$ cat src/rtl/conv_stream_pkg.sv
// Shared types and defaults for the 1-D convolution stream blocks.
// The engine wrappers reuse sample_t so every stage agrees on the sample format.
package conv_stream_pkg;

    localparam int CONV_WIDTH  = 8;
    localparam int CONV_LENX   = 8;
    localparam int CONV_LOGLEN = $clog2(CONV_LENX);

    typedef logic signed [CONV_WIDTH-1:0] sample_t;

    // Read-side sequencing: idle until a bank is full, then stream it out.
    typedef enum logic {
        RD_IDLE   = 1'b0,
        RD_STREAM = 1'b1
    } rd_state_t;

endpackage

$ cat src/rtl/conv_x_streamer_if.sv
// Handshake bundles for the x-vector streamer: the host load port and the
// valid/ready stream towards the convolution engine's x input.

// Host-side load port: the host is the master, the streamer the slave.
interface conv_load_if #(
    parameter int WIDTH = conv_stream_pkg::CONV_WIDTH
);
    logic signed [WIDTH-1:0] wr_data;
    logic                    wr_valid;
    logic                    wr_ready;

    modport master (output wr_data, output wr_valid, input wr_ready);
    modport slave  (input wr_data, input wr_valid, output wr_ready);
endinterface

// Engine-side sample stream: the streamer is the master, the engine the slave.
interface conv_stream_if #(
    parameter int WIDTH = conv_stream_pkg::CONV_WIDTH
);
    logic signed [WIDTH-1:0] m_data_x;
    logic                    m_valid_x;
    logic                    m_ready_x;
    logic                    m_last_x;

    modport master (output m_data_x, output m_valid_x, output m_last_x, input m_ready_x);
    modport slave  (input m_data_x, input m_valid_x, input m_last_x, output m_ready_x);
endinterface

$ cat src/rtl/conv_x_bank.sv
// One LENX-deep sample bank: synchronous write port, combinational read port.
// Contents are not reset; the streamer's full flags decide what is meaningful.
module conv_x_bank
    import conv_stream_pkg::*;
#(
    parameter int WIDTH  = CONV_WIDTH,
    parameter int LENX   = CONV_LENX,
    parameter int LOGLEN = CONV_LOGLEN
) (
    input  logic                    clk,
    input  logic                    wrEn_i,
    input  logic [LOGLEN-1:0]       wrAddr_i,
    input  logic signed [WIDTH-1:0] wrData_i,
    input  logic [LOGLEN-1:0]       rdAddr_i,
    output logic signed [WIDTH-1:0] rdData_o
);

    logic signed [WIDTH-1:0] mem_q [LENX];

    // Store the incoming sample at the write pointer when the load handshake fires.
    always_ff @(posedge clk) begin
        if (wrEn_i) begin
            mem_q[wrAddr_i] <= wrData_i;
        end
    end

    assign rdData_o = mem_q[rdAddr_i];

endmodule

$ cat src/rtl/conv_x_streamer.sv
// Ping-pong x-vector streamer: the host fills one bank while the other is
// streamed to the convolution engine. A bank is released as soon as its last
// sample moves into the output register, so loading and streaming overlap and
// consecutive vectors leave with no bubble between them.
module conv_x_streamer
    import conv_stream_pkg::*;
#(
    parameter int WIDTH  = CONV_WIDTH,
    parameter int LENX   = CONV_LENX,
    parameter int LOGLEN = CONV_LOGLEN
) (
    input  logic          clk,
    input  logic          reset,
    conv_load_if.slave    ld,
    conv_stream_if.master st,
    output logic [15:0]   vec_sent
);

    localparam logic [LOGLEN-1:0] PTR_LAST = LOGLEN'(LENX - 1);

    logic [1:0]              full_q, full_d;
    logic                    wrBank_q, wrBank_d;
    logic [LOGLEN-1:0]       wrPtr_q, wrPtr_d;
    logic                    rdBank_q, rdBank_d;
    logic [LOGLEN-1:0]       rdPtr_q, rdPtr_d;
    logic signed [WIDTH-1:0] data_q, data_d;
    logic                    valid_q, valid_d;
    logic                    last_q, last_d;
    logic [15:0]             vecSent_q, vecSent_d;
    rd_state_t               state_q, state_d;

    logic                    wrFire;
    logic                    wrLast;
    logic                    load;
    logic                    rdLast;
    logic                    accept;
    logic signed [WIDTH-1:0] rdData0;
    logic signed [WIDTH-1:0] rdData1;
    logic signed [WIDTH-1:0] rdSample;

    // wr_ready comes purely from registered state, so a freed bank is only
    // offered to the host in the cycle after it was released.
    assign ld.wr_ready = !full_q[wrBank_q];
    assign wrFire      = ld.wr_valid && !full_q[wrBank_q];
    assign wrLast      = (wrPtr_q == PTR_LAST);

    // The output register refills whenever it is empty or being drained.
    assign load     = full_q[rdBank_q] && (!valid_q || st.m_ready_x);
    assign rdLast   = (rdPtr_q == PTR_LAST);
    assign accept   = valid_q && st.m_ready_x;
    assign rdSample = rdBank_q ? rdData1 : rdData0;

    conv_x_bank #(.WIDTH(WIDTH), .LENX(LENX), .LOGLEN(LOGLEN)) u_bank0 (
        .clk      (clk),
        .wrEn_i   (wrFire && !wrBank_q),
        .wrAddr_i (wrPtr_q),
        .wrData_i (ld.wr_data),
        .rdAddr_i (rdPtr_q),
        .rdData_o (rdData0)
    );

    conv_x_bank #(.WIDTH(WIDTH), .LENX(LENX), .LOGLEN(LOGLEN)) u_bank1 (
        .clk      (clk),
        .wrEn_i   (wrFire && wrBank_q),
        .wrAddr_i (wrPtr_q),
        .wrData_i (ld.wr_data),
        .rdAddr_i (rdPtr_q),
        .rdData_o (rdData1)
    );

    // Read-side state: stay in STREAM across a vector boundary when the other bank is ready.
    always_comb begin
        state_d = state_q;
        case (state_q)
            RD_IDLE: begin
                if (full_q[rdBank_q]) begin
                    state_d = RD_STREAM;
                end
            end
            RD_STREAM: begin
                if (load && rdLast && !full_q[!rdBank_q]) begin
                    state_d = RD_IDLE;
                end
            end
            default: state_d = RD_IDLE;
        endcase
    end

    // Pointer, bank-flag and output-register updates; a fill and a release always hit different banks.
    always_comb begin
        full_d    = full_q;
        wrBank_d  = wrBank_q;
        wrPtr_d   = wrPtr_q;
        rdBank_d  = rdBank_q;
        rdPtr_d   = rdPtr_q;
        data_d    = data_q;
        valid_d   = valid_q;
        last_d    = last_q;
        vecSent_d = vecSent_q;

        if (wrFire) begin
            if (wrLast) begin
                full_d[wrBank_q] = 1'b1;
                wrPtr_d          = '0;
                wrBank_d         = !wrBank_q;
            end else begin
                wrPtr_d = wrPtr_q + 1'b1;
            end
        end

        if (load) begin
            data_d  = rdSample;
            last_d  = rdLast;
            valid_d = 1'b1;
            if (rdLast) begin
                full_d[rdBank_q] = 1'b0;
                rdPtr_d          = '0;
                rdBank_d         = !rdBank_q;
            end else begin
                rdPtr_d = rdPtr_q + 1'b1;
            end
        end else if (accept) begin
            valid_d = 1'b0;
            last_d  = 1'b0;
        end

        if (accept && last_q) begin
            vecSent_d = vecSent_q + 16'd1;
        end
    end

    // State register; reset discards both banks and drops the stream outputs.
    always_ff @(posedge clk) begin
        if (reset) begin
            state_q   <= RD_IDLE;
            full_q    <= '0;
            wrBank_q  <= 1'b0;
            wrPtr_q   <= '0;
            rdBank_q  <= 1'b0;
            rdPtr_q   <= '0;
            data_q    <= '0;
            valid_q   <= 1'b0;
            last_q    <= 1'b0;
            vecSent_q <= '0;
        end else begin
            state_q   <= state_d;
            full_q    <= full_d;
            wrBank_q  <= wrBank_d;
            wrPtr_q   <= wrPtr_d;
            rdBank_q  <= rdBank_d;
            rdPtr_q   <= rdPtr_d;
            data_q    <= data_d;
            valid_q   <= valid_d;
            last_q    <= last_d;
            vecSent_q <= vecSent_d;
        end
    end

    assign st.m_data_x  = data_q;
    assign st.m_valid_x = valid_q;
    assign st.m_last_x  = last_q;
    assign vec_sent     = vecSent_q;

endmodule

$ cat src/flat_wrapper.sv
// flat-port wrapper written by rule: the top's interface ports become plain ports
module conv_x_streamer_flat import conv_stream_pkg::*;
#(
    parameter int WIDTH  = CONV_WIDTH,
    parameter int LENX   = CONV_LENX,
    parameter int LOGLEN = CONV_LOGLEN
)
  (clk, reset, vec_sent, ld_wr_data, ld_wr_valid, ld_wr_ready, st_m_data_x, st_m_valid_x, st_m_last_x, st_m_ready_x);
  conv_load_if #(.WIDTH(WIDTH)) ld_i ();
  conv_stream_if #(.WIDTH(WIDTH)) st_i ();
  input  logic clk;
  input  logic reset;
  output logic [15:0] vec_sent;
  input wire logic [$bits(ld_i.wr_data)-1:0] ld_wr_data;
  input wire logic [$bits(ld_i.wr_valid)-1:0] ld_wr_valid;
  output wire logic [$bits(ld_i.wr_ready)-1:0] ld_wr_ready;
  output wire logic [$bits(st_i.m_data_x)-1:0] st_m_data_x;
  output wire logic [$bits(st_i.m_valid_x)-1:0] st_m_valid_x;
  output wire logic [$bits(st_i.m_last_x)-1:0] st_m_last_x;
  input wire logic [$bits(st_i.m_ready_x)-1:0] st_m_ready_x;
  assign ld_i.wr_data = ld_wr_data;
  assign ld_i.wr_valid = ld_wr_valid;
  assign ld_wr_ready = ld_i.wr_ready;
  assign st_m_data_x = st_i.m_data_x;
  assign st_m_valid_x = st_i.m_valid_x;
  assign st_m_last_x = st_i.m_last_x;
  assign st_i.m_ready_x = st_m_ready_x;
  conv_x_streamer #(.WIDTH(WIDTH), .LENX(LENX), .LOGLEN(LOGLEN)) u_core (.clk(clk), .reset(reset), .ld(ld_i), .st(st_i), .vec_sent(vec_sent));
endmodule
$ cat config.mk
export PLATFORM = sky130hd
export DESIGN_NAME = conv_x_streamer_flat
export DESIGN_NICKNAME = d
export VERILOG_FILES = /design/src/rtl/conv_stream_pkg.sv /design/src/rtl/conv_x_streamer_if.sv /design/src/rtl/conv_x_bank.sv /design/src/rtl/conv_x_streamer.sv /design/src/flat_wrapper.sv
export SDC_FILE = /design/constraint.sdc
export NUM_CORES = 1
export LEC_CHECK = 0
export BUFFER_PORTS_ARGS = -buffer_cell sky130_fd_sc_hd__buf_2
export CORE_MARGIN = 4
export CORE_UTILIZATION = 35
export CTS_BUF_LIST = sky130_fd_sc_hd__clkbuf_16
export CTS_CLUSTER_DIAMETER = 30
export DETAILED_ROUTE_END_ITERATION = 10
export PLACE_DENSITY = 0.55
export SETUP_SLACK_MARGIN = 0.02
export SYNTH_ARGS = -nofsm -noshare
export SYNTH_HDL_FRONTEND = slang
export SYNTH_SLANG_ARGS = --single-unit
$ cat constraint.sdc
create_clock -name clk -period 2.1 [get_ports clk]
set_input_delay 0.105 -clock clk [delete_from_list [all_inputs] [get_ports clk]]
set_output_delay 0.105 -clock clk [all_outputs]
set_load 0.1 [all_outputs]
After elaboration in Yosys (flattened, before gate mapping)
Memory sizes are Yosys's and may differ from the RTL's. A register that Yosys moved wholly into a read port is not among the register bits.
Cells that the tools add are included.
W data, S select, Z words.

storage, ports and cells
  bits in registers = 36
  latch bits = 0
  memory bits (writable) = 128
  bits in read-only memories = 0
  output and inout port bits = 27
  word-level logic and storage cells = 65
  memories kept = 2

memories
  name                  words  width  read ports  clocked after Yosys merged registers in  write ports  RTL line           text
  u_core.u_bank0.mem_q  8      8      1           1                                        1            conv_x_bank.sv:18  logic signed [WIDTH-1:0] mem_q [LENX];
  u_core.u_bank1.mem_q  8      8      1           1                                        1            conv_x_bank.sv:18

operators by class
  $add $sub $neg = 3
  multiply operators = 0
  div/mod/pow operators = 0
  magnitude comparators = 4
  eq/ne operators = 2
  shift-type cells = 0
  mux-type cells = 26
  bitwise logic cells = 3
  reduce and logical (&&, ||, !) cells = 16

operators with widths
  cell                     number
  $mux W3                  6
  $add A16 B1 Y16 const B  1
  $mux W1                  13
  $logic_and A1 B1 Y1      8
  $mux W2                  4
  $mux W8                  1
  $add A3 B1 Y3 const B    2
  $eq A3 B3 Y1 const B     2
  $logic_not A1 Y1         4
  $lt A1 B2 Y1 const B     2
  $reduce_and A2 Y1        2
  $and A2 B2 Y2            1
  $demux W1 S1             2
  $ge A1 B1 Y1 const B     2
  $not A2 Y2               1
  $or A2 B2 Y2             1
  $reduce_bool A2 Y1       1
  $logic_or A1 B1 Y1       1

Depth between registers and ports, before layout
  depth after elaboration = 10
  gate-level depth with buffers = 6

Hierarchy
A second synthesis with hierarchy kept.

unflattened totals
  cells, all modules = 388
  area, all modules = 6670.1 um2

modules (own cells, without submodules)
  module           times used  cells each  area an instance (um2)  seq. area each (um2)
  conv_x_bank      2           106         2531.2                  1921.8
  conv_x_streamer  1           176         1607.8                  720.7

Least setup slack after synthesis
No wires, ideal clock.

  kind = register -> register
  start point = register u_core.wrBank_q
  end point = register u_core.wrPtr_q[0]
  arrival = 2.879 ns
  data required time = 2.029 ns
  setup slack = -0.849 ns
  stages on the path, launching flop included = 5
  buffers on the path = 0
  period minus slack after synthesis = 2.949 ns
  cells stage by stage = dfxtp_1 mux2i_1 nand2_1 or3_1 a21oi_1

between the ends
  cells in the longest elaborated chain, start to end = 4

ends and longest elaborated chain
  what                    RTL line                text
  from (decl)             conv_x_streamer.sv:22   logic wrBank_q, wrBank_d;
  from (signal assigned)  conv_x_streamer.sv:148  wrBank_q <= wrBank_d;
  $mux W1 (2 in series)   --
  $logic_not A1 Y1        --
  via ld_wr_ready         flat_wrapper.sv:16      output wire logic [$bits(ld_i.wr_ready)-1:0] ld_wr_ready;
  $logic_and A1 B1 Y1     conv_x_streamer.sv:44   assign wrFire = ld.wr_valid && !full_q[wrBank_q];
  to (signal assigned)    conv_x_streamer.sv:149  wrPtr_q <= wrPtr_d;
  to (decl)               conv_x_streamer.sv:23   logic [LOGLEN-1:0] wrPtr_q, wrPtr_d;

The timed path passes the listed nets, and every way through them passes these cells. The select of a mux whose other input is x is not followed.
A chain may end at the register's enable or synchronous reset.

Worst setup path in the final report
  start point = register u_core.rdBank_q
  end point = register u_core.data_q[3] (netlist: u_core.st.m_data_x[3])

between the ends
  cells in the longest elaborated chain, start to end = 3
  elaborated cells between the ends (all ways) = 4
  classes of those cells = mux (3); reduce/logical (1)

ends and longest elaborated chain
  what                           RTL line                text
  from (decl)                    conv_x_streamer.sv:24   logic rdBank_q, rdBank_d;
  from (signal assigned)         conv_x_streamer.sv:150  rdBank_q <= rdBank_d;
  $mux W1 (implied by the code)  conv_x_streamer.sv:48   assign load = full_q[rdBank_q] && (!valid_q || st.m_ready_x);
  $mux W1                        --
  $logic_and A1 B1 Y1            conv_x_streamer.sv:48
  to (signal assigned)           conv_x_streamer.sv:152  data_q <= data_d;
  to (decl)                      conv_x_streamer.sv:26   logic signed [WIDTH-1:0] data_q, data_d;

Parallel ways exist; a longest one is shown, timed or not. The select of a mux whose other input is x is not followed.

==> results.toml <==
[layout]
area_delta_synth_final_pct = 19.02
fill_cells = 1626
nNetsFinal = 472
layout.cells.non_filler = 697
design_area_um2 = 7782
final_cell_mix = "128 x edfxtp_1, 53 x nor2_1, 38 x buf_2, 32 x mux4_2, 26 x dfxtp_1"
final_common_cell = "edfxtp_1"
drive_gt1_share_pct = 30.56
diodes = 0

[clock_network]
clk_pin_slew_worst_paths_ns = 0.06
post_cts_buffers = 0
cts_tree = "built"
cts.sinks = 167
cts.path.max_buffers = 2
cts_max_level = 4
cts_hold_buf = 0
cts_made_buffers = 17
clk_latency_ns = 0.42
post_cts_resized = 0
cts_root_buf = "clkbuf_16"

[detailed_routing]
wl_um = 12880
avgRoutedWirePerCell_um = 18.47
post-route-drc-count = 0
final_antenna_net_count = 0
vias = 3536
drt-initial-drc-count = 170
viasPerCell = 5.073
drt-pass1-iter-count = 4

[placement]
portBuffers = 38
dp_cells = 665
gp_congestion = 0.7594
dp_hpwl_um = 8269
dpl_cell_area_um2 = 7161
post-place-ws_ns = 0.2361

[timing]
grt_setup_unrepaired = "false"
finalCriticalPeriod_ns = 1.874
worstMarginPinSlew_ns = 0.6720
setup_viol = 0
drv_slew = 0
fin_crit_sh_pct = 89.23
tns_ns = 0
skew_ns = 0.007794
fin_ws_ns = 0.2263
max-slew-margin-rel_pct = 55.04
holdWs_ns = 0.03535
hold_viol_final = 0
fmax_ghz = 0.5337

[synthesis]
ys.flop_type = "edfxtp_1"
yosysUniqueCellTypes = 36
syn_avg_cell_area_um2 = 16.60
synth_top_area_share_pct = 58.78
syn-num-nets = 411
netlist_instances = 394
syn_area_um2 = 6539
synth_edf_count = 128
ys_top_cells_by_area = "edfxtp_1 59%, dfxtp_1 12%, mux4_2 11%, mux2i_1 3.2%, nor2_1 3.0%"
yosys.area.top_type = "edfxtp_1"
yosys_warnings = 0
synth-seq-area-share_pct = 70.72
ys_async_sr_fraction_pct = 0
ys_ff_latch = 167

[setup_path]
crit_type = "reg -> reg"
worstPathArrival_ns = 2.23
required_ns = 2.46
worstSetupEndpointType = "flop"
crit_fanout = 8
cp-start-kind = "flop"

[global_route]
grt_remaining_overflow = 0
grt_max_degree = 33
grt.total_usage_pct = 13.12
grt_first_pass_wirelength_um = 20160
grt_pass1_vias = 3685
antenna_found_initial = 0

[power]
ir_drop_uv = 491.2
power_density_nw_per_um2 = 890.5
power_leakage_nw = 2.641

[floorplanning]
dieHeight_um = 144.7
start_util_pct = 36.03
coreArea_um2 = 18150
die_area_um2 = 20930
pin_count = 39
fp-row-count = 49
die_w_um = 144.7

[min_path]
hold_path.class = "in -> reg"

[job]
drv_cap = 0

[status]
status = "completed"
[worst max-delay path, stage by stage (launching register included)]
cell and delay, ns:
dfxtp_1 0.43, mux2_2 0.39, and2_1 0.22, nor2_1 0.54, a211o_1 0.23
[logic make-up after synthesis]
| group | after synthesis | synth area share [%] |
|---|---|---|
| flops | 167 | 70.72 |
| simple gates | 110 | 8.247 |
| mux | 54 | 14.41 |
| compound gates | 25 | 2.564 |
| buf+inv | 21 | 1.492 |
| xor+xnor | 12 | 1.607 |
| fa+ha+maj | 5 | 0.9568 |
[power by group]
| group | switching [mW] | internal (mW) |
|---|---|---|
| logic | 0.0838 | 0.0397 |
| clock network | 1.32 | 1.90 |
| registers | 0.0107 | 3.58 |
[cells in the mapped netlist, types with 2 or more instances]
library cell	n
ha_1	5
or3_1	4
xor2_1	5
dfxtp_1	39
a211o_1	8
nand2b_1	4
a21oi_1	9
nand3_1	9
nand4_1	4
xnor2_1	7
nor2_1	53
nand2_1	12
nor3_1	7
and2_1	2
edfxtp_1	128
buf_1	4
buf_2	7
nor4_1	6
mux4_2	32
inv_1	3
clkbuf_1	6
nand3b_1	2
o21ai_0	4
mux2i_1	21
a311oi_1	2
[per-layer routing]
layer,vias up,track usage (%),part of all wire [%]
met1,1812,16.56,45
met4,0,4.418,1.2
met2,56,21.97,51
li1,1656,-,-
met5,-,0,0
met3,12,3.582,3.3
[metrics by stage]
step	util (%)	total power, mW
3_5_place_dp	39.46	3.788
6_report	42.88	6.931
4_1_cts	42.88	7.017
5_1_grt	42.88	7.181
2_1_floorplan	-	3.716
3_3_place_gp	39.46	3.782
[cell type report]
| class | count | area (um2) | area share, % |
|---|---|---|---|
| Clock buffer | 17 | 425.4 | 5.466 |
| Clock inverter | 15 | 196.4 | 2.524 |
| Inverter | 3 | 11.26 | 0.1447 |
| Multi-Input combinational cell | 206 | 1829 | 23.50 |
| Sequential cell | 167 | 4641 | 59.63 |
| Tap cell | 229 | 286.5 | 3.682 |
| Timing Repair Buffer | 60 | 392.9 | 5.048 |
[flip-flops by register name, summed over array words and instances, names as in the netlist, named ones only]
register / count
u_core.rdPtr_q: 3
u_core.st.m_last_x: 1
u_core.u_bank1.mem_q: 64
u_core.rdBank_q: 1
u_core.st.m_data_x: 8
u_core.u_bank0.mem_q: 64
u_core.vec_sent: 16
u_core.st.m_valid_x: 1
u_core.wrBank_q: 1
u_core.full_q: 2
u_core.wrPtr_q: 3
[worst paths after layout]
kind / from / endpoint / slack (ns) / depth (start not counted)
setup / recovery: u_core.rdBank_q / u_core.st.m_data_x[3] / 0.23 / 4
hold / removal: ld_wr_valid / u_core.wrBank_q / 0.04 / 2
setup reg to reg: u_core.rdBank_q / u_core.st.m_data_x[3] / 0.23 / 4
hold reg to reg: u_core.st.m_data_x[5] / u_core.st.m_data_x[5] / 0.47 / 1
Note: power is estimated with default switching activity, not from simulation.
